$ cat src/rtl/ysyx_23060203_arb_pkg.sv
// Shared types and constants for the memory arbiter slice.
package ysyx_23060203_arb_pkg;

    typedef enum logic [1:0] {ARB_IDLE, ARB_ADDR, ARB_DATA} arb_state_t;
    typedef enum logic {ARB_IFU, ARB_LSU} arb_master_t;

    localparam logic [1:0] AXI_BURST_INCR = 2'b01;

    // One-hot {lsu,ifu} encoding of a master, as presented on the grant port.
    function automatic logic [1:0] master_onehot(input arb_master_t m);
        return (m == ARB_LSU) ? 2'b10 : 2'b01;
    endfunction

endpackage

$ cat src/rtl/ysyx_23060203_axi_if.sv
// AXI4 bundle shared by the IFU, LSU and memory sides of the arbiter.
// Modport "in" faces a master (arbiter acts as slave); "out" faces memory.
interface axi_if #(
    parameter int ADDR_W = 32,
    parameter int DATA_W = 32
);
    logic              awvalid;
    logic              awready;
    logic [ADDR_W-1:0] awaddr;
    logic [3:0]        awid;
    logic [7:0]        awlen;
    logic [2:0]        awsize;
    logic [1:0]        awburst;

    logic                wvalid;
    logic                wready;
    logic [DATA_W-1:0]   wdata;
    logic [DATA_W/8-1:0] wstrb;
    logic                wlast;

    logic       bvalid;
    logic       bready;
    logic [1:0] bresp;
    logic [3:0] bid;

    logic              arvalid;
    logic              arready;
    logic [ADDR_W-1:0] araddr;
    logic [3:0]        arid;
    logic [7:0]        arlen;
    logic [2:0]        arsize;
    logic [1:0]        arburst;

    logic              rvalid;
    logic              rready;
    logic [1:0]        rresp;
    logic [DATA_W-1:0] rdata;
    logic              rlast;
    logic [3:0]        rid;

    modport in (
        input  awvalid, awaddr, awid, awlen, awsize, awburst,
        output awready,
        input  wvalid, wdata, wstrb, wlast,
        output wready,
        output bvalid, bresp, bid,
        input  bready,
        input  arvalid, araddr, arid, arlen, arsize, arburst,
        output arready,
        output rvalid, rresp, rdata, rlast, rid,
        input  rready
    );

    modport out (
        output awvalid, awaddr, awid, awlen, awsize, awburst,
        input  awready,
        output wvalid, wdata, wstrb, wlast,
        input  wready,
        input  bvalid, bresp, bid,
        output bready,
        output arvalid, araddr, arid, arlen, arsize, arburst,
        input  arready,
        input  rvalid, rresp, rdata, rlast, rid,
        output rready
    );

endinterface

$ cat src/rtl/ysyx_23060203_arb_pick.sv
// Read winner selection for the memory arbiter.
// ARB_ROUND_ROBIN_EN defined: alternate on ties, first tie goes to IFU.
// ARB_ROUND_ROBIN_EN undefined: IFU first, LSU forced after STARVE_MAX IFU wins.
module ysyx_23060203_arb_pick
    import ysyx_23060203_arb_pkg::*;
#(
    parameter int STARVE_MAX = 15
) (
    input  logic        clock,
    input  logic        reset,
    input  logic        req_ifu,
    input  logic        req_lsu,
    input  logic        grant_fire,
    output arb_master_t pick
);

`ifdef ARB_ROUND_ROBIN_EN
    arb_master_t last;

    // On a tie the master that lost last time gets the bus.
    always_comb begin
        pick = ARB_IFU;
        if (req_ifu && req_lsu) pick = (last == ARB_LSU) ? ARB_IFU : ARB_LSU;
        else if (req_lsu)       pick = ARB_LSU;
    end

    // Remember who won the most recent grant.
    always_ff @(posedge clock) begin
        if (!reset)          last <= ARB_LSU;
        else if (grant_fire) last <= pick;
    end
`else
    localparam int CNT_W = $clog2(STARVE_MAX + 2);
    localparam logic [CNT_W-1:0] STARVE_LIM = CNT_W'(STARVE_MAX);

    logic [CNT_W-1:0] starve_cnt;

    // IFU wins unless LSU is alone or has waited through STARVE_MAX IFU grants.
    always_comb begin
        pick = ARB_IFU;
        if (req_lsu && (!req_ifu || starve_cnt == STARVE_LIM)) pick = ARB_LSU;
    end

    // Count IFU grants that bypassed a waiting LSU; any LSU grant clears it.
    always_ff @(posedge clock) begin
        if (!reset) begin
            starve_cnt <= '0;
        end else if (grant_fire) begin
            if (pick == ARB_LSU) starve_cnt <= '0;
            else if (req_lsu)    starve_cnt <= starve_cnt + 1'b1;
        end
    end
`endif

endmodule

$ cat src/rtl/ysyx_23060203_mem_arbiter.sv
// Shares one AXI memory port between ICache refill (ifu_r) and the LSU.
// AR/R are arbitrated with one read outstanding; LSU AW/W/B pass straight
// through, and LSU loads wait while a store is unacknowledged.
// Build option: ARB_ROUND_ROBIN_EN selects round-robin instead of IFU priority.
module ysyx_23060203_mem_arbiter
    import ysyx_23060203_arb_pkg::*;
#(
    parameter int ADDR_W     = 32,
    parameter int DATA_W     = 32,
    parameter int STARVE_MAX = 15
) (
    input  logic       clock,
    input  logic       reset,
    axi_if.in          ifu_r,
    axi_if.in          lsu,
    axi_if.out         mem,
    output logic [1:0] grant,
    output logic       rd_busy
);

    arb_state_t  state;
    arb_master_t pick;
    logic        wr_pend;
    logic        req_ifu;
    logic        req_lsu;
    logic        grant_fire;
    logic        own_lsu;
    logic        in_addr;
    logic        in_data;
    logic        aw_fire;
    logic        b_fire;

    logic [ADDR_W-1:0] ar_addr;
    logic [DATA_W-1:0] r_data;

    assign req_ifu    = ifu_r.arvalid;
    assign req_lsu    = lsu.arvalid && !wr_pend;
    assign grant_fire = (state == ARB_IDLE) && (req_ifu || req_lsu);
    assign own_lsu    = grant[1];
    assign in_addr    = (state == ARB_ADDR);
    assign in_data    = (state == ARB_DATA);
    assign rd_busy    = (state != ARB_IDLE);

    ysyx_23060203_arb_pick #(
        .STARVE_MAX (STARVE_MAX)
    ) u_pick (
        .clock      (clock),
        .reset      (reset),
        .req_ifu    (req_ifu),
        .req_lsu    (req_lsu),
        .grant_fire (grant_fire),
        .pick       (pick)
    );

    // Read FSM: sample requests in IDLE, forward AR, then stream R until rlast.
    always_ff @(posedge clock) begin
        if (!reset) begin
            state <= ARB_IDLE;
            grant <= 2'b00;
        end else begin
            case (state)
                ARB_IDLE: begin
                    if (grant_fire) begin
                        grant <= master_onehot(pick);
                        state <= ARB_ADDR;
                    end
                end
                ARB_ADDR: begin
                    if (mem.arvalid && mem.arready) state <= ARB_DATA;
                end
                ARB_DATA: begin
                    if (mem.rvalid && mem.rready && mem.rlast) begin
                        state <= ARB_IDLE;
                        grant <= 2'b00;
                    end
                end
                default: state <= ARB_IDLE;
            endcase
        end
    end

    // AR channel: winner's request goes out unchanged; only the winner sees arready.
    assign ar_addr      = own_lsu ? lsu.araddr : ifu_r.araddr;
    assign mem.araddr   = ar_addr;
    assign mem.arid     = own_lsu ? lsu.arid    : ifu_r.arid;
    assign mem.arlen    = own_lsu ? lsu.arlen   : ifu_r.arlen;
    assign mem.arsize   = own_lsu ? lsu.arsize  : ifu_r.arsize;
    assign mem.arburst  = own_lsu ? lsu.arburst : ifu_r.arburst;
    assign mem.arvalid  = in_addr && (own_lsu ? lsu.arvalid : ifu_r.arvalid);
    assign ifu_r.arready = in_addr && !own_lsu && mem.arready;
    assign lsu.arready   = in_addr &&  own_lsu && mem.arready;

    // R channel: payload broadcast, handshake steered to the winner only.
    assign r_data       = mem.rdata;
    assign ifu_r.rdata  = r_data;
    assign lsu.rdata    = r_data;
    assign ifu_r.rresp  = mem.rresp;
    assign lsu.rresp    = mem.rresp;
    assign ifu_r.rlast  = mem.rlast;
    assign lsu.rlast    = mem.rlast;
    assign ifu_r.rid    = mem.rid;
    assign lsu.rid      = mem.rid;
    assign ifu_r.rvalid = in_data && !own_lsu && mem.rvalid;
    assign lsu.rvalid   = in_data &&  own_lsu && mem.rvalid;
    assign mem.rready   = in_data && (own_lsu ? lsu.rready : ifu_r.rready);

    // LSU write channels are plain wires to memory.
    assign mem.awvalid = lsu.awvalid;
    assign mem.awaddr  = lsu.awaddr;
    assign mem.awid    = lsu.awid;
    assign mem.awlen   = lsu.awlen;
    assign mem.awsize  = lsu.awsize;
    assign mem.awburst = lsu.awburst;
    assign lsu.awready = mem.awready;
    assign mem.wvalid  = lsu.wvalid;
    assign mem.wdata   = lsu.wdata;
    assign mem.wstrb   = lsu.wstrb;
    assign mem.wlast   = lsu.wlast;
    assign lsu.wready  = mem.wready;
    assign lsu.bvalid  = mem.bvalid;
    assign lsu.bresp   = mem.bresp;
    assign lsu.bid     = mem.bid;
    assign mem.bready  = lsu.bready;

    // The ICache never writes: its write channels are parked.
    assign ifu_r.awready = 1'b0;
    assign ifu_r.wready  = 1'b0;
    assign ifu_r.bvalid  = 1'b0;
    assign ifu_r.bresp   = 2'b00;
    assign ifu_r.bid     = 4'd0;

    logic ifu_wr_unused;
    assign ifu_wr_unused = ^{ifu_r.awvalid, ifu_r.awaddr, ifu_r.awid, ifu_r.awlen,
                             ifu_r.awsize, ifu_r.awburst, ifu_r.wvalid, ifu_r.wdata,
                             ifu_r.wstrb, ifu_r.wlast, ifu_r.bready};

    assign aw_fire = mem.awvalid && mem.awready;
    assign b_fire  = mem.bvalid && mem.bready;

    // Store-pending flag; a new AW in the same cycle as a B keeps it set.
    always_ff @(posedge clock) begin
        if (!reset)       wr_pend <= 1'b0;
        else if (aw_fire) wr_pend <= 1'b1;
        else if (b_fire)  wr_pend <= 1'b0;
    end

endmodule

$ cat src/flat_wrapper.sv
// flat-port wrapper written by rule: the top's interface ports become plain ports
module ysyx_23060203_mem_arbiter_flat import ysyx_23060203_arb_pkg::*;
#(
    parameter int ADDR_W     = 32,
    parameter int DATA_W     = 32,
    parameter int STARVE_MAX = 15
)
  (clock, reset, grant, rd_busy, ifu_r_awvalid, ifu_r_awaddr, ifu_r_awid, ifu_r_awlen, ifu_r_awsize, ifu_r_awburst, ifu_r_awready, ifu_r_wvalid, ifu_r_wdata, ifu_r_wstrb, ifu_r_wlast, ifu_r_wready, ifu_r_bvalid, ifu_r_bresp, ifu_r_bid, ifu_r_bready, ifu_r_arvalid, ifu_r_araddr, ifu_r_arid, ifu_r_arlen, ifu_r_arsize, ifu_r_arburst, ifu_r_arready, ifu_r_rvalid, ifu_r_rresp, ifu_r_rdata, ifu_r_rlast, ifu_r_rid, ifu_r_rready, lsu_awvalid, lsu_awaddr, lsu_awid, lsu_awlen, lsu_awsize, lsu_awburst, lsu_awready, lsu_wvalid, lsu_wdata, lsu_wstrb, lsu_wlast, lsu_wready, lsu_bvalid, lsu_bresp, lsu_bid, lsu_bready, lsu_arvalid, lsu_araddr, lsu_arid, lsu_arlen, lsu_arsize, lsu_arburst, lsu_arready, lsu_rvalid, lsu_rresp, lsu_rdata, lsu_rlast, lsu_rid, lsu_rready, mem_awvalid, mem_awaddr, mem_awid, mem_awlen, mem_awsize, mem_awburst, mem_awready, mem_wvalid, mem_wdata, mem_wstrb, mem_wlast, mem_wready, mem_bvalid, mem_bresp, mem_bid, mem_bready, mem_arvalid, mem_araddr, mem_arid, mem_arlen, mem_arsize, mem_arburst, mem_arready, mem_rvalid, mem_rresp, mem_rdata, mem_rlast, mem_rid, mem_rready);
  axi_if #(.ADDR_W(ADDR_W), .DATA_W(DATA_W)) ifu_r_i ();
  axi_if #(.ADDR_W(ADDR_W), .DATA_W(DATA_W)) lsu_i ();
  axi_if #(.ADDR_W(ADDR_W), .DATA_W(DATA_W)) mem_i ();
  input  logic clock;
  input  logic reset;
  output logic [1:0] grant;
  output logic rd_busy;
  input wire logic [$bits(ifu_r_i.awvalid)-1:0] ifu_r_awvalid;
  input wire logic [$bits(ifu_r_i.awaddr)-1:0] ifu_r_awaddr;
  input wire logic [$bits(ifu_r_i.awid)-1:0] ifu_r_awid;
  input wire logic [$bits(ifu_r_i.awlen)-1:0] ifu_r_awlen;
  input wire logic [$bits(ifu_r_i.awsize)-1:0] ifu_r_awsize;
  input wire logic [$bits(ifu_r_i.awburst)-1:0] ifu_r_awburst;
  output wire logic [$bits(ifu_r_i.awready)-1:0] ifu_r_awready;
  input wire logic [$bits(ifu_r_i.wvalid)-1:0] ifu_r_wvalid;
  input wire logic [$bits(ifu_r_i.wdata)-1:0] ifu_r_wdata;
  input wire logic [$bits(ifu_r_i.wstrb)-1:0] ifu_r_wstrb;
  input wire logic [$bits(ifu_r_i.wlast)-1:0] ifu_r_wlast;
  output wire logic [$bits(ifu_r_i.wready)-1:0] ifu_r_wready;
  output wire logic [$bits(ifu_r_i.bvalid)-1:0] ifu_r_bvalid;
  output wire logic [$bits(ifu_r_i.bresp)-1:0] ifu_r_bresp;
  output wire logic [$bits(ifu_r_i.bid)-1:0] ifu_r_bid;
  input wire logic [$bits(ifu_r_i.bready)-1:0] ifu_r_bready;
  input wire logic [$bits(ifu_r_i.arvalid)-1:0] ifu_r_arvalid;
  input wire logic [$bits(ifu_r_i.araddr)-1:0] ifu_r_araddr;
  input wire logic [$bits(ifu_r_i.arid)-1:0] ifu_r_arid;
  input wire logic [$bits(ifu_r_i.arlen)-1:0] ifu_r_arlen;
  input wire logic [$bits(ifu_r_i.arsize)-1:0] ifu_r_arsize;
  input wire logic [$bits(ifu_r_i.arburst)-1:0] ifu_r_arburst;
  output wire logic [$bits(ifu_r_i.arready)-1:0] ifu_r_arready;
  output wire logic [$bits(ifu_r_i.rvalid)-1:0] ifu_r_rvalid;
  output wire logic [$bits(ifu_r_i.rresp)-1:0] ifu_r_rresp;
  output wire logic [$bits(ifu_r_i.rdata)-1:0] ifu_r_rdata;
  output wire logic [$bits(ifu_r_i.rlast)-1:0] ifu_r_rlast;
  output wire logic [$bits(ifu_r_i.rid)-1:0] ifu_r_rid;
  input wire logic [$bits(ifu_r_i.rready)-1:0] ifu_r_rready;
  input wire logic [$bits(lsu_i.awvalid)-1:0] lsu_awvalid;
  input wire logic [$bits(lsu_i.awaddr)-1:0] lsu_awaddr;
  input wire logic [$bits(lsu_i.awid)-1:0] lsu_awid;
  input wire logic [$bits(lsu_i.awlen)-1:0] lsu_awlen;
  input wire logic [$bits(lsu_i.awsize)-1:0] lsu_awsize;
  input wire logic [$bits(lsu_i.awburst)-1:0] lsu_awburst;
  output wire logic [$bits(lsu_i.awready)-1:0] lsu_awready;
  input wire logic [$bits(lsu_i.wvalid)-1:0] lsu_wvalid;
  input wire logic [$bits(lsu_i.wdata)-1:0] lsu_wdata;
  input wire logic [$bits(lsu_i.wstrb)-1:0] lsu_wstrb;
  input wire logic [$bits(lsu_i.wlast)-1:0] lsu_wlast;
  output wire logic [$bits(lsu_i.wready)-1:0] lsu_wready;
  output wire logic [$bits(lsu_i.bvalid)-1:0] lsu_bvalid;
  output wire logic [$bits(lsu_i.bresp)-1:0] lsu_bresp;
  output wire logic [$bits(lsu_i.bid)-1:0] lsu_bid;
  input wire logic [$bits(lsu_i.bready)-1:0] lsu_bready;
  input wire logic [$bits(lsu_i.arvalid)-1:0] lsu_arvalid;
  input wire logic [$bits(lsu_i.araddr)-1:0] lsu_araddr;
  input wire logic [$bits(lsu_i.arid)-1:0] lsu_arid;
  input wire logic [$bits(lsu_i.arlen)-1:0] lsu_arlen;
  input wire logic [$bits(lsu_i.arsize)-1:0] lsu_arsize;
  input wire logic [$bits(lsu_i.arburst)-1:0] lsu_arburst;
  output wire logic [$bits(lsu_i.arready)-1:0] lsu_arready;
  output wire logic [$bits(lsu_i.rvalid)-1:0] lsu_rvalid;
  output wire logic [$bits(lsu_i.rresp)-1:0] lsu_rresp;
  output wire logic [$bits(lsu_i.rdata)-1:0] lsu_rdata;
  output wire logic [$bits(lsu_i.rlast)-1:0] lsu_rlast;
  output wire logic [$bits(lsu_i.rid)-1:0] lsu_rid;
  input wire logic [$bits(lsu_i.rready)-1:0] lsu_rready;
  output wire logic [$bits(mem_i.awvalid)-1:0] mem_awvalid;
  output wire logic [$bits(mem_i.awaddr)-1:0] mem_awaddr;
  output wire logic [$bits(mem_i.awid)-1:0] mem_awid;
  output wire logic [$bits(mem_i.awlen)-1:0] mem_awlen;
  output wire logic [$bits(mem_i.awsize)-1:0] mem_awsize;
  output wire logic [$bits(mem_i.awburst)-1:0] mem_awburst;
  input wire logic [$bits(mem_i.awready)-1:0] mem_awready;
  output wire logic [$bits(mem_i.wvalid)-1:0] mem_wvalid;
  output wire logic [$bits(mem_i.wdata)-1:0] mem_wdata;
  output wire logic [$bits(mem_i.wstrb)-1:0] mem_wstrb;
  output wire logic [$bits(mem_i.wlast)-1:0] mem_wlast;
  input wire logic [$bits(mem_i.wready)-1:0] mem_wready;
  input wire logic [$bits(mem_i.bvalid)-1:0] mem_bvalid;
  input wire logic [$bits(mem_i.bresp)-1:0] mem_bresp;
  input wire logic [$bits(mem_i.bid)-1:0] mem_bid;
  output wire logic [$bits(mem_i.bready)-1:0] mem_bready;
  output wire logic [$bits(mem_i.arvalid)-1:0] mem_arvalid;
  output wire logic [$bits(mem_i.araddr)-1:0] mem_araddr;
  output wire logic [$bits(mem_i.arid)-1:0] mem_arid;
  output wire logic [$bits(mem_i.arlen)-1:0] mem_arlen;
  output wire logic [$bits(mem_i.arsize)-1:0] mem_arsize;
  output wire logic [$bits(mem_i.arburst)-1:0] mem_arburst;
  input wire logic [$bits(mem_i.arready)-1:0] mem_arready;
  input wire logic [$bits(mem_i.rvalid)-1:0] mem_rvalid;
  input wire logic [$bits(mem_i.rresp)-1:0] mem_rresp;
  input wire logic [$bits(mem_i.rdata)-1:0] mem_rdata;
  input wire logic [$bits(mem_i.rlast)-1:0] mem_rlast;
  input wire logic [$bits(mem_i.rid)-1:0] mem_rid;
  output wire logic [$bits(mem_i.rready)-1:0] mem_rready;
  assign ifu_r_i.awvalid = ifu_r_awvalid;
  assign ifu_r_i.awaddr = ifu_r_awaddr;
  assign ifu_r_i.awid = ifu_r_awid;
  assign ifu_r_i.awlen = ifu_r_awlen;
  assign ifu_r_i.awsize = ifu_r_awsize;
  assign ifu_r_i.awburst = ifu_r_awburst;
  assign ifu_r_awready = ifu_r_i.awready;
  assign ifu_r_i.wvalid = ifu_r_wvalid;
  assign ifu_r_i.wdata = ifu_r_wdata;
  assign ifu_r_i.wstrb = ifu_r_wstrb;
  assign ifu_r_i.wlast = ifu_r_wlast;
  assign ifu_r_wready = ifu_r_i.wready;
  assign ifu_r_bvalid = ifu_r_i.bvalid;
  assign ifu_r_bresp = ifu_r_i.bresp;
  assign ifu_r_bid = ifu_r_i.bid;
  assign ifu_r_i.bready = ifu_r_bready;
  assign ifu_r_i.arvalid = ifu_r_arvalid;
  assign ifu_r_i.araddr = ifu_r_araddr;
  assign ifu_r_i.arid = ifu_r_arid;
  assign ifu_r_i.arlen = ifu_r_arlen;
  assign ifu_r_i.arsize = ifu_r_arsize;
  assign ifu_r_i.arburst = ifu_r_arburst;
  assign ifu_r_arready = ifu_r_i.arready;
  assign ifu_r_rvalid = ifu_r_i.rvalid;
  assign ifu_r_rresp = ifu_r_i.rresp;
  assign ifu_r_rdata = ifu_r_i.rdata;
  assign ifu_r_rlast = ifu_r_i.rlast;
  assign ifu_r_rid = ifu_r_i.rid;
  assign ifu_r_i.rready = ifu_r_rready;
  assign lsu_i.awvalid = lsu_awvalid;
  assign lsu_i.awaddr = lsu_awaddr;
  assign lsu_i.awid = lsu_awid;
  assign lsu_i.awlen = lsu_awlen;
  assign lsu_i.awsize = lsu_awsize;
  assign lsu_i.awburst = lsu_awburst;
  assign lsu_awready = lsu_i.awready;
  assign lsu_i.wvalid = lsu_wvalid;
  assign lsu_i.wdata = lsu_wdata;
  assign lsu_i.wstrb = lsu_wstrb;
  assign lsu_i.wlast = lsu_wlast;
  assign lsu_wready = lsu_i.wready;
  assign lsu_bvalid = lsu_i.bvalid;
  assign lsu_bresp = lsu_i.bresp;
  assign lsu_bid = lsu_i.bid;
  assign lsu_i.bready = lsu_bready;
  assign lsu_i.arvalid = lsu_arvalid;
  assign lsu_i.araddr = lsu_araddr;
  assign lsu_i.arid = lsu_arid;
  assign lsu_i.arlen = lsu_arlen;
  assign lsu_i.arsize = lsu_arsize;
  assign lsu_i.arburst = lsu_arburst;
  assign lsu_arready = lsu_i.arready;
  assign lsu_rvalid = lsu_i.rvalid;
  assign lsu_rresp = lsu_i.rresp;
  assign lsu_rdata = lsu_i.rdata;
  assign lsu_rlast = lsu_i.rlast;
  assign lsu_rid = lsu_i.rid;
  assign lsu_i.rready = lsu_rready;
  assign mem_awvalid = mem_i.awvalid;
  assign mem_awaddr = mem_i.awaddr;
  assign mem_awid = mem_i.awid;
  assign mem_awlen = mem_i.awlen;
  assign mem_awsize = mem_i.awsize;
  assign mem_awburst = mem_i.awburst;
  assign mem_i.awready = mem_awready;
  assign mem_wvalid = mem_i.wvalid;
  assign mem_wdata = mem_i.wdata;
  assign mem_wstrb = mem_i.wstrb;
  assign mem_wlast = mem_i.wlast;
  assign mem_i.wready = mem_wready;
  assign mem_i.bvalid = mem_bvalid;
  assign mem_i.bresp = mem_bresp;
  assign mem_i.bid = mem_bid;
  assign mem_bready = mem_i.bready;
  assign mem_arvalid = mem_i.arvalid;
  assign mem_araddr = mem_i.araddr;
  assign mem_arid = mem_i.arid;
  assign mem_arlen = mem_i.arlen;
  assign mem_arsize = mem_i.arsize;
  assign mem_arburst = mem_i.arburst;
  assign mem_i.arready = mem_arready;
  assign mem_i.rvalid = mem_rvalid;
  assign mem_i.rresp = mem_rresp;
  assign mem_i.rdata = mem_rdata;
  assign mem_i.rlast = mem_rlast;
  assign mem_i.rid = mem_rid;
  assign mem_rready = mem_i.rready;
  ysyx_23060203_mem_arbiter #(.ADDR_W(ADDR_W), .DATA_W(DATA_W), .STARVE_MAX(STARVE_MAX)) u_core (.clock(clock), .reset(reset), .ifu_r(ifu_r_i), .lsu(lsu_i), .mem(mem_i), .grant(grant), .rd_busy(rd_busy));
endmodule
$ cat config.mk
export PLATFORM = sky130hd
export DESIGN_NAME = ysyx_23060203_mem_arbiter_flat
export DESIGN_NICKNAME = d
export VERILOG_FILES = /design/src/rtl/ysyx_23060203_arb_pkg.sv /design/src/rtl/ysyx_23060203_axi_if.sv /design/src/rtl/ysyx_23060203_arb_pick.sv /design/src/rtl/ysyx_23060203_mem_arbiter.sv /design/src/flat_wrapper.sv
export SDC_FILE = /design/constraint.sdc
export NUM_CORES = 1
export LEC_CHECK = 0
export ABC_AREA = 1
export ABC_CLOCK_PERIOD_IN_PS = 1800
export BUFFER_PORTS_ARGS = -buffer_cell sky130_fd_sc_hd__buf_2
export CORE_AREA = 3 3 220 222
export DETAILED_ROUTE_END_ITERATION = 10
export DIE_AREA = 0 0 223 225
export GPL_ROUTABILITY_DRIVEN = 0
export PLACE_DENSITY = 0.3
export SETUP_SLACK_MARGIN = 0.1
export SLEW_MARGIN = 10
export SYNTH_ARGS = -nofsm -noshare
export SYNTH_HDL_FRONTEND = slang
export SYNTH_SLANG_ARGS = --single-unit
$ cat constraint.sdc
create_clock -name clock -period 1.8 [get_ports clock]
set_clock_uncertainty 0.1 [all_clocks]
set_input_delay 0.18 -clock clock [delete_from_list [all_inputs] [get_ports clock]]
set_output_delay 0.18 -clock clock [all_outputs]
set_load 0.05 [all_outputs]
==> impl.org, run 1 <==
** Status
- The run finished with clean final reports.

** Critical path
- Data required time of the worst path :: 1520 ps
- Worst setup SP type :: flip-flop
- The worst register-to-register path has a setup slack of 210 ps.
- The worst setup path is captured at an output port.
- WS Path Type :: reg -> out
- Critical path data arrival time :: 1350 ps
- Maximum net fanout on the critical path :: 40

** Floorplan
- The floorplan step defined a die boundary enclosing 50200 um^2.
- The die is 223 um wide.
- Floorplan row count :: 79
- In this run the standard cell core region covers 46600 um^2.
- For this configuration, the core starts out at a cell density of 5.71%.
- Number of ports placed on the die boundary :: 575
- DIE HEIGHT :: 225 um

** Timing
- The max-slew violation total from the final report came to 0.
- Worst hold slack after final layout :: 131 ps
- Maximum clock frequency :: 613 MHz
- After layout, the minimum clock period comes to 1630 ps.
- The hold violation count in the final report is 0.
- Final setup violation count :: 0
- The worst path uses 90.6% of the clock period.
- RSZ-0062 raised after global routing :: true

** Drt
- Routed via count divided by cell count :: 2.21
- In this run, the number of DRC markers left after iteration 0 of detailed routing was 47.
- Antenna-violating nets left :: 0
- Top layer in use :: met4
- Summing over every cut layer, the via total after detailed routing is 2307.
- Length of routed met2 wiring :: 4240 um
- Met3 wire len :: 1560 um
- Total routed wirelength :: 9640 um
- The first detailed-routing pass took 4 iterations.
- After detailed routing, the wire length on met1 is 3230 um.
- Routed length per placed instance :: 9.22 um
- In the routed design, unresolved DRC markers number 0.

** Global routing
- Entering global routing, the biggest net connects 41 pins.
- Global-route wire length before repair :: 12600 um
- The number of antenna violations at the first check in global routing is 2.
- In the global route stage, overall resource usage came out at 3.35%.
- Final global-route overflow total :: 0
- The via count of the first global-routing pass is 2115.

** Placement
- HPWL after DPL :: 8310 um
- In this run, placement finished with an instance count of 1040.
- Input and output buffers added on the ports amount to 174.

** Synthesis
- Post-Synth XOR/XNOR Area :: 0%
- After synthesis, the share of flip-flops with an asynchronous set or reset is 0%.
- Unique masters post-synth :: 26
- The portion of synthesized area spent on multiplexers is 0%.
- Post-synth top area share :: 52.3%
- A synthesized cell averages 6.01 um^2.
- Simple-gate portion of the synthesized area :: 30.1%
- In this run, synthesis produced a sequential element count of 10.
- Compound-Gate Fraction of Synth Area :: 3.86%
- Share of the yosys chip area belonging to registers :: 7.53%
- Summed over all instances, the cell type with the most area after synthesis is sky130_fd_sc_hd__buf_4.
- By area, the combinational part of the netlist is dominated by buffers and inverters.
- Post-synthesis instance area :: 2660 um^2
- After synthesis, the cell types taking the most area are sky130_fd_sc_hd__buf_4 52%, sky130_fd_sc_hd__nand2_1 23%, sky130_fd_sc_hd__dfxtp_1 7.5%, sky130_fd_sc_hd__inv_1 2.4%, sky130_fd_sc_hd__nor3_1 1.5%.
- Of the total synthesized cell area, the portion taken by full adders, half adders and majority gates is 0.942%.
- During synthesis, Yosys emitted a total of 0 warnings.
- By count the netlist is led by 185 x sky130_fd_sc_hd__buf_4, 166 x sky130_fd_sc_hd__nand2_1, 17 x sky130_fd_sc_hd__inv_1, 10 x sky130_fd_sc_hd__dfxtp_1.
- Number of enable flip-flop cells after synthesis :: 0
- Most repeated cell in the gate-level netlist after synthesis :: sky130_fd_sc_hd__buf_4
- For this run, the leading register cell type out of synthesis is sky130_fd_sc_hd__dfxtp_1.
- Synthesized netlist cell count :: 442

** Final layout
- In the final layout, flip-flops and latches occupy 204 um^2.
- For this run, the post-layout net count is 772.
- Summing all multi-input logic gate instances after layout gives 1010 um^2.
- Cell Count, Final, Fillers Out :: 1045
- Of the cells placed in the final design, the portion with a size suffix greater than 1 is 48.3%.
- Compared with the post-synthesis result, the final layout area differs by 18.1%.
- Filler cells :: 5531
- Final Util :: 6.74%

** Run
- MaxCap Viol Count :: 0

** CTS
- The clock passes through at most 2 buffers.
- TritonCTS built the clock tree.
- Clock-pin slew of the registers on the worst-case setup and hold paths :: 40 ps
- Buffers inserted to repair hold after CTS numbered 0.
- Worst-skew pair later-pin latency :: 230 ps
- The clock drives 10 sinks.
- # Post-CTS Setup Buffers :: 0
- Maximum level of the CTS H-tree :: 1
- TritonCTS created 3 clock buffers.
- Clock Tree Root :: sky130_fd_sc_hd__clkbuf_16

** Power
- In this run the static leakage power is 1.56 nW.
- IR analysis of the VDD net gives a maximum drop of 0.000204 V.
- Power density over cell area :: 698 nW/um^2

** Min path
- Hold Crit Class :: in -> reg
[logic make-up (layout without fill, tap and decap cells)]
group,Yosys count,in the layout
compound gates,15,15
fa+ha+maj,2,2
buf+inv,218,205
flops,10,10
other cells,1,10
simple gates,196,196
[critical path, cell delays in order (launching register included)]
cell and delay (ps):
sky130_fd_sc_hd__dfxtp_4 360, sky130_fd_sc_hd__inv_2 80, sky130_fd_sc_hd__buf_12 200, sky130_fd_sc_hd__nand2_1 130, sky130_fd_sc_hd__nand2_1 70, sky130_fd_sc_hd__buf_2 250
[repair_timing]
| action | 4_1_cts | 5_1_grt |
|---|---|---|
| pin swaps | 0 | 1 |
| gates resized for setup | 1 | 10 |
| endpoints found under the setup margin | 1 | 14 |
| hold endpoints to repair | 0 | 0 |
[area by class of cell]
cell class | instances | area share (%)
Multi-Input combinational cell | 222 | 32.1
Timing Repair Buffer | 179 | 31.7
Tap cell | 607 | 24.2
Sequential cell | 10 | 6.50
Clock buffer | 4 | 2.83
Inverter | 22 | 2.63
Antenna cell | 1 | 0.0797
[report_power, final]
part           internal [W]  switching (W)  total (W)
Sequential         0.000243      0.0000180   0.000261
Clock              0.000335       0.000109   0.000443
Combinational      0.000372        0.00111    0.00149
Total              0.000949        0.00124    0.00219
[sequential cells by signal, indices dropped and copies added, names as in the netlist]
name and count:
u_core.grant 2, u_core.state 2, u_core.u_pick.starve_cnt 5, u_core.wr_pend 1
[stage by stage]
step / cell area (um^2) / total power, W / setup slack, ps / setup TNS, ps
after detailed placement: 3020 / 0.00177 / 141 / 0
after CTS: 3110 / 0.00223 / 110 / 0
final: 3140 / 0.00219 / 169 / 0
after global routing: 3140 / 0.00234 / 91.3 / 0
after floorplan: 2720 / 0.00235 / -13.0 / -13.0
after global placement: 3020 / 0.00177 / 138 / 0
[final timing paths]
check | cells after the start | startpoint | end
worst max-delay path | 5 | u_core.grant[1] | mem_araddr[15]
worst min-delay path | 3 | reset | u_core.grant[1]
worst min register to register | 2 | u_core.u_pick.starve_cnt[4] | u_core.u_pick.starve_cnt[4]
worst max register to register | 9 | u_core.u_pick.starve_cnt[0] | u_core.u_pick.starve_cnt[2]
[placed cells by master (no fill, tap or decap)]
cell type                   synthesis  layout
sky130_fd_sc_hd__nor2_4             2       3
sky130_fd_sc_hd__clkbuf_8           0       1
sky130_fd_sc_hd__ha_1               2       2
sky130_fd_sc_hd__nand2_4            0       1
sky130_fd_sc_hd__clkbuf_16          0       3
sky130_fd_sc_hd__nand2_2            3       3
sky130_fd_sc_hd__nand2_1          166     165
sky130_fd_sc_hd__a211oi_1           1       1
sky130_fd_sc_hd__buf_2              5     166
sky130_fd_sc_hd__nand3_2            1       1
sky130_fd_sc_hd__dfxtp_4            0       1
sky130_fd_sc_hd__a21oi_2            2       2
sky130_fd_sc_hd__o21bai_4           1       1
sky130_fd_sc_hd__conb_1             1       9
sky130_fd_sc_hd__buf_12             0       5
sky130_fd_sc_hd__nor2_1             8       7
sky130_fd_sc_hd__nand3_1            4       4
sky130_fd_sc_hd__diode_2            0       1
sky130_fd_sc_hd__nor3b_2            1       1
sky130_fd_sc_hd__inv_2              5       6
sky130_fd_sc_hd__nor3_4             0       1
sky130_fd_sc_hd__inv_1             17      16
sky130_fd_sc_hd__dfxtp_1           10       9
sky130_fd_sc_hd__o21ai_2            1       1
sky130_fd_sc_hd__o21ai_0            2       2
sky130_fd_sc_hd__clkbuf_4           0       5
sky130_fd_sc_hd__nor2_2             2       2
sky130_fd_sc_hd__o21ai_1            2       2
sky130_fd_sc_hd__nor3_1             8       3
sky130_fd_sc_hd__a21oi_1            6       6
sky130_fd_sc_hd__buf_4            185       2
sky130_fd_sc_hd__buf_6              1       1
sky130_fd_sc_hd__nor3_2             1       5
[layer usage]
| metal | vias to the layer above | track usage [%] |
|---|---|---|
| met3 | 70 | 1.94 |
| met2 | 207 | 5.17 |
| met1 | 902 | 3.39 |
| li1 | 1128 | - |
| met5 | - | 0 |
| met4 | 0 | 2.46 |
(Power assumes the default switching activity.)
==> run 2, diff against run 1 <==
--- a/config.mk
+++ b/config.mk
@@ -13,6 +13,7 @@
 export DIE_AREA = 0 0 223 225
 export GPL_ROUTABILITY_DRIVEN = 0
 export PLACE_DENSITY = 0.3
+export REMOVE_ABC_BUFFERS = 1
 export SETUP_SLACK_MARGIN = 0.1
 export SLEW_MARGIN = 10
 export SYNTH_ARGS = -nofsm -noshare
==> run 2 against run 1 <==
Compared with the run above: utilization up 0.63 points; routed wire length rose to 4.5 times the previous value; combinational power up 19%; design area up 9.4%; sequential power up 4%; via count up 15%; clock-buffer cell count unchanged; clock power about the same; non-clock buffer count up 4; fmax down 2.3%; sequential cell count unchanged; highest routed layer is now met5.
==> impl.org, run 2 (same netlist as run 1, synthesis figures left out) <==
** Status
- The run finished with clean final reports.

** Drt
- The wire length per cell was 41.6 um (+350%).
- The average vias per placed instance is 2.53 (+15%).
- Iteration-0 DRC Markers :: 129 (+170%)
- Total routed wirelength :: 43600 um (+350%)
- The remaining antenna violation count is 0 (unchanged).
- The overall via count from detail_route is 2651 (+15%).
- DRC errors left :: 0 (unchanged)
- First-pass iteration count of the detailed router :: 4 (unchanged)

** Global routing
- The via count of the first global-routing pass came to 2445 (+16%).
- The number of antenna violations at the first check in global routing is 2 (unchanged).
- The total routing usage reported by global routing was 16.2% (+13 points).
- Global-route wire length before repair :: 47800 um (+280%)
- Pin count of the biggest net entering global routing :: 52 (+27%)
- The final global-route overflow total was 0 (unchanged).

** Min path
- The hold path depth is 3 (unchanged).
- Hold Crit Class :: in -> reg

** Critical path
- The highest net fanout along the worst path came to 20 (-50%).
- Source of the critical timing path :: u_core.grant[1]
- Minimum setup slack among reg-to-reg paths :: 250 ps (+40 ps)
- The worst setup path is captured at an output port.
- The depth of the most critical reg-to-reg path was 11 (+2).
- Worst reg2reg path startpoint :: u_core.u_pick.starve_cnt[0]
- STA classifies the critical path startpoint as a flip-flop.
- The data required time at the worst endpoint was 1520 ps (about the same).
- The critical path in this run is classified as reg -> out.
- The arrival time of the worst setup path was 1390 ps (+40 ps).
- In this run the critical register-to-register path is captured at u_core.grant[1].
- Capturing instance or port of the critical path :: mem_araddr[7]

** Timing
- Max-slew violations :: 0 (unchanged)
- Setup repair after global routing could not meet its margin everywhere.
- Number of failing hold endpoints at the final stage :: 0 (unchanged)
- Part of the cycle the worst path needs :: 92.7% (+2.1 points)
- Maximum clock frequency :: 599 MHz (-2.3%)
- Final min period :: 1670 ps (+37.8 ps)
- Final setup violation count :: 0 (unchanged)

** Placement
- HPWL after DPL :: 41100 um (+390%)
- Buffers on Ports :: 174 (unchanged)
- The cell area after placement was 3120 um^2 (+3.4%).

** CTS
- Clock Tree Root :: sky130_fd_sc_hd__clkbuf_16
- The total CTS buffers was 3 (unchanged).
- Deepest clock path buffer count :: 2 (unchanged)
- Num Clock Sinks :: 10 (unchanged)
- CTS tree :: done
- The clock-pin slew of the registers on the worst-case setup and hold paths is 40 ps (about the same).
- The H-tree depth is 1 (unchanged).
- The clock insertion delay at the later pin of the skew report came to 240 ps (about the same).

** Final layout
- The fraction of layout cells with a size suffix above 1 is 50.1% (+1.8 points).
- The antenna diode count is 0 (-1).
- Cell area after layout :: 3430 um^2 (+9.4%)
- Number of nets in the layout :: 776 (+0.52%)
- Signed area change from the synthesized netlist to the final layout :: 29.2%
- The area of combinational cells with multiple inputs is 1010 um^2 (+0.62%).
- Commonest cells after routing, fill and taps aside :: 163 x sky130_fd_sc_hd__nand2_1, 130 x sky130_fd_sc_hd__buf_2, 21 x sky130_fd_sc_hd__buf_4
- Most flop-heavy register :: u_core.u_pick.starve_cnt
- The flip-flop count of the largest register after layout was 5 (unchanged).
- In the final layout, the registers with the most flip-flops are u_core.u_pick.starve_cnt: 5 flops, u_core.grant: 2 flops, u_core.state: 2 flops.
- Leading cell type in the layout, fill and taps excluded :: sky130_fd_sc_hd__nand2_1
- Filler cells :: 5541 (+0.18%)
- Total area of sequential cells :: 210 um^2 (+3.1%)

** Power
- Sw Ratio :: 54.3% (-2.3 points)
- The net switching power came to 0.00135 W (+8.9%).
- The leakage power of the design is 1.67 nW (+6.9%).
- Power after layout :: 0.00249 W (+14%)
- P_int :: 0.00114 W (+20%)
- The part of the power in registers was 10.9% (-1.0 points).
- The proportion of power drawn by the clock network was 17.9% (-2.3 points).
- Combinational share of power :: 71.2% (+3.3 points)
- Power density over cell area :: 724 nW/um^2 (+3.8%)
- The largest voltage drop on the vdd net was 0.000364 V (+79%).

** Floorplan
- Floorplan row count :: 79 (unchanged)
- Number of ports placed on the die boundary :: 575 (unchanged)
- The floorplan die width was 223 um (unchanged).
- Core ar. :: 46600 um^2 (unchanged)
- The die area came to 50200 um^2 (unchanged).
- Initial cell density of the core :: 5.71% (unchanged)
- DIE HEIGHT :: 225 um (unchanged)

** Run
- The total of max-cap violations came to 0 (unchanged).
run 2: layout make-up:
type | count | share of cell area (%)
Timing Repair Buffer | 183 | 37.1
Tap cell | 607 | 22.1
Multi-Input combinational cell | 222 | 29.5
Clock buffer | 4 | 2.59
Sequential cell | 10 | 6.12
Inverter | 22 | 2.55
run 2: through the flow:
step	util, %	std cells	setup TNS [ps]	hold slack [ps]	setup WS (ps)
after CTS	7.00	1047	0	101	46.6
final	7.38	1048	0	102	132
after global placement	6.70	1042	0	261	144
after global routing	7.38	1048	0	135	49.4
after floorplan	-	254	-68080	201	-1940
after detailed placement	6.70	1042	0	261	149
run 2: how the worst min path moves through the flow:
| stage | from | end | slack (ps) |
|---|---|---|---|
| floorplan | reset | u_core.grant[1] | 200 |
| global placement | lsu_wdata[3] | mem_wdata[3] | 260 |
| detailed placement | lsu_wdata[3] | mem_wdata[3] | 260 |
| CTS | mem_awready | u_core.wr_pend | 100 |
| global route | mem_awready | u_core.wr_pend | 130 |
| finish | mem_awready | u_core.wr_pend | 100 |
run 2: power by group through the flow:
stage          clock network [W]  logic, W  registers, W
2_1_floorplan                  0  0.000944      0.000312
3_3_place_gp                   0   0.00165      0.000263
3_5_place_dp                   0   0.00164      0.000263
4_1_cts                 0.000458   0.00170      0.000260
5_1_grt                 0.000472   0.00189      0.000276
6_report                0.000445   0.00177      0.000271
run 2: critical path: stages (launching register included):
cell	delay (ps)
sky130_fd_sc_hd__dfxtp_4	390
sky130_fd_sc_hd__inv_6	150
sky130_fd_sc_hd__buf_12	190
sky130_fd_sc_hd__nand2_1	80
sky130_fd_sc_hd__nand2_1	60
sky130_fd_sc_hd__buf_2	250
run 2: repair_timing:
action	4_1_cts	5_1_grt
cloned	1	1
setup buffers	0	0
hold buffers	0	0
gates resized for setup	7	72
pin swaps	0	5
endpoints found under the setup margin	16	43
run 2: layer usage:
metal / up-vias / global-route usage (%) / share of wire (%)
met5: - / 0.664 / 0.15
met1: 1082 / 6.36 / 14
met2: 406 / 35.4 / 60
met4: 6 / 2.28 / 2.1
li1: 1136 / - / -
met3: 21 / 17.9 / 24
==> run 3, diff against run 2 <==
--- a/config.mk
+++ b/config.mk
@@ -19,3 +19,4 @@
 export SYNTH_ARGS = -nofsm -noshare
 export SYNTH_HDL_FRONTEND = slang
 export SYNTH_SLANG_ARGS = --single-unit
+export TNS_END_PERCENT = 50
==> constraint.sdc (replaced) <==
create_clock -name clock -period 1.8 [get_ports clock]
set_clock_uncertainty 0.1 [all_clocks]
set_input_delay 0 -clock clock [delete_from_list [all_inputs] [get_ports clock]]
set_output_delay 0 -clock clock [all_outputs]
set_load 0.005 [all_outputs]
==> run 3 against run 2 <==
Compared with the run above: register-to-register slack about the same; via count increased by 35%; utilization up 2.5 points; fmax up 4.9%; die area unchanged; largest cell class unchanged; largest power group unchanged; highest routed layer unchanged.
==> impl.org, run 3 (same netlist as run 1, synthesis figures left out) <==
** Timing
- Max-slew violations :: 0 (unchanged)
- The final critical-path required period came to 1590 ps (-77.3 ps).
- RSZ-0062 raised after global routing :: false
- The fmax was 628 MHz (+4.9%).
- At the pin with the least slew margin, the transition time is 721 ps.
- The count of final setup violators came to 0 (unchanged).
- The worst setup slack after layout came to 209 ps (+77.3 ps).
- Worst slew slack as a fraction of its limit :: 51.8%
- The post-route clock period utilization came to 88.4% (-4.3 points).
- Number of failing hold endpoints at the final stage :: 0 (unchanged)

** Critical path
- Walking the worst path, the cells encountered are inv_4 -> buf_12 -> buf_12 -> nand2_1 -> nand2_1 -> buf_2.
- Maximum net fanout on the critical path :: 28 (+40%)
- The setup path with the least slack is of type reg -> out.
- Worst R2R Path Depth :: 11 (unchanged)
- Worst setup SP type :: flip-flop
- Worst reg2reg path startpoint :: u_core.u_pick.starve_cnt[0]
- The endpoint identified for the worst register-to-register timing path is u_core.grant[1].
- CP max stage delay :: 390 ps (about the same)
- Crit. End Element :: output port
- The register-to-register path setup slack came to 260 ps (about the same).
- Highest-delay cell along the critical path :: sky130_fd_sc_hd__dfxtp_4
- The arrival time of the worst setup path was 1490 ps (+100 ps).
- Data required time of the worst path :: 1700 ps (+180 ps)

** Min path
- Worst hold path stage count :: 2 (-1)
- Hold Crit Class :: in -> out
- The path with the worst hold slack has its endpoint at mem_awvalid.
- The startpoint identified for the worst hold timing path is lsu_awvalid.

** Final layout
- The total number of nets in the final design came to 912 (+18%).
- The flip-flop count of the largest register after layout came to 5 (unchanged).
- Cell area after layout :: 4620 um^2 (+34%)
- Leading cell type in the layout, fill and taps excluded :: sky130_fd_sc_hd__buf_2
- The final cell count without fillers came to 1237 (+18%).
- Commonest cells after routing, fill and taps aside :: 174 x sky130_fd_sc_hd__buf_2, 165 x sky130_fd_sc_hd__nand2_1, 138 x sky130_fd_sc_hd__dlygate4sd3_1
- The fraction of layout cells with a size suffix above 1 was 37.3% (-13 points).
- The final cell utilization of the core was 9.92% (+2.5 points).
- In the final layout, the registers with the most flip-flops are u_core.u_pick.starve_cnt: 5 flops, u_core.grant: 2 flops, u_core.state: 2 flops.
- Signed area change from the synthesized netlist to the final layout :: 73.8%
- Counting flops per register, the top entry is u_core.u_pick.starve_cnt.

** Global routing
- Final global-route overflow total :: 0 (unchanged)
- Global-route wire length before repair :: 50800 um (+6.3%)
- The total routing usage reported by global routing came to 16.6% (+0.44 points).
- Via count of the first global-routing pass :: 3145 (+29%)
- The pin count of the biggest net entering global routing is 29 (-44%).
- The number of antenna violations at the first check in global routing was 98 (+96).

** CTS
- TritonCTS built the clock tree.
- The total CTS buffers was 3 (unchanged).
- Worst-skew pair later-pin latency :: 240 ps (about the same)
- The tree is rooted in a sky130_fd_sc_hd__clkbuf_16.
- The clock-pin slew of the registers on the worst-case setup and hold paths is 40 ps (about the same).
- Num Clock Sinks :: 10 (unchanged)
- Maximum level of the CTS H-tree :: 1 (unchanged)
- The buffer levels on the longest clock path came to 2 (unchanged).
- # Post-CTS Setup Buffers :: 0 (unchanged)

** Drt
- The wire length per cell is 35.8 um (-14%).
- The number of iterations in the first detailed-routing pass is 4 (unchanged).
- Routed via count divided by cell count :: 2.89 (+14%)
- The overall via count from detail_route came to 3577 (+35%).
- Antenna-violating nets left :: 0 (unchanged)
- The wire length after detailed routing was 44300 um (+1.6%).
- The number of DRC markers in iteration 0 is 196 (+52%).
- DRC errors left :: 0 (unchanged)

** Placement
- Total cell area at the placement stage :: 2950 um^2 (-5.3%)
- HPWL after DPL :: 41400 um (+0.78%)
- Number of placed instances, taps included :: 1042 (unchanged)
- The number of port buffers came to 174 (unchanged).
- The worst slack at placement came to 107 ps (-41.3 ps).

** Status
- The run finished with clean final reports.

** Floorplan
- Floorplan row count :: 79 (unchanged)
- The core outline area came to 46600 um^2 (unchanged).
- Number of ports placed on the die boundary :: 575 (unchanged)
- Total die area :: 50200 um^2 (unchanged)
- Initial cell density of the core :: 5.71% (unchanged)
- DIE HEIGHT :: 225 um (unchanged)
- The floorplan die width came to 223 um (unchanged).

** Power
- Power spent charging and discharging nets :: 0.00101 W (-25%)
- The total power per unit cell area came to 466 nW/um^2 (-36%).
- Part of the total power dissipated in the clock network :: 20.8% (+2.9 points)
- The internal power contribution is 0.00114 W (+0.57%).
- The combinational power share is 66.7% (-4.5 points).
- Total leakage power :: 2.15 nW (+29%)
- The largest voltage drop on the vdd net was 0.000270 V (-26%).
- Sw Ratio :: 46.9% (-7.4 points)
- The part of the power in registers came to 12.5% (+1.6 points).

** Run
- MaxCap Viol Count :: 0 (unchanged)
-- run 3: cell count changes in the layout (fill, tap and decap cells not counted), sizes merged --
cell and delta:
clkbuf -11, buf +9, dlygate4sd3 +138, diode +53
-- run 3: routing by layer --
layer	routed length [um]	global-route usage (%)	part of all wire [%]
met5	83	0.854	0.19
met4	2190	4.68	4.9
met3	4980	7.27	11
met2	24800	34.5	56
met1	12300	13.9	28
-- run 3: worst max-delay path by stage --
stage | to | depth (start not counted) | startpoint
2_1_floorplan | u_core.grant[0] | 7 | u_core.grant[1]
3_3_place_gp | u_core.u_pick.starve_cnt[3] | 9 | u_core.u_pick.starve_cnt[0]
3_5_place_dp | u_core.u_pick.starve_cnt[3] | 9 | u_core.u_pick.starve_cnt[0]
4_1_cts | u_core.u_pick.starve_cnt[3] | 9 | u_core.u_pick.starve_cnt[0]
5_1_grt | u_core.grant[1] | 11 | u_core.u_pick.starve_cnt[0]
6_report | mem_arlen[0] | 6 | u_core.grant[1]
-- run 3: metrics by stage --
step / power, W / setup TNS (ps) / hold WS (ps)
after global placement: 0.00113 / 0 / -99.9
after global routing: 0.00228 / 0 / 104
after CTS: 0.00217 / 0 / 78.9
final: 0.00215 / 0 / 82.9
after floorplan: 0.000608 / -20400 / -100
after detailed placement: 0.00113 / 0 / -99.9
-- run 3: power by group through the flow --
stage	registers (W)	clock network, W	logic (W)
finish	0.000270	0.000447	0.00143
global route	0.000274	0.000468	0.00154
global placement	0.000269	0	0.000865
floorplan	0.000290	0	0.000318
detailed placement	0.000269	0	0.000857
CTS	0.000267	0.000459	0.00145
-- run 3: final cells by class --
type | count | area (um^2)
fill | 5501 | 41900
timing repair buffer | 319 | 2340
multi-input combinational | 222 | 1000
tap | 607 | 759
sequential | 10 | 209
antenna | 53 | 133
clock buffer | 4 | 88.8
inverter | 22 | 85.1
-- run 3: what timing repair did --
item,in CTS,in global routing
pin swaps,0,4
hold buffers,138,0
setup endpoints to repair,34,22
gates resized for setup,3,15
endpoints found under the hold margin,175,0
-- run 3: worst max-delay path: cells and delay by family, from the launching register on --
kind,cells,cell delay (ps)
DFF,1,390
and+or+nand+nor,2,170
buffers and inverters,4,670
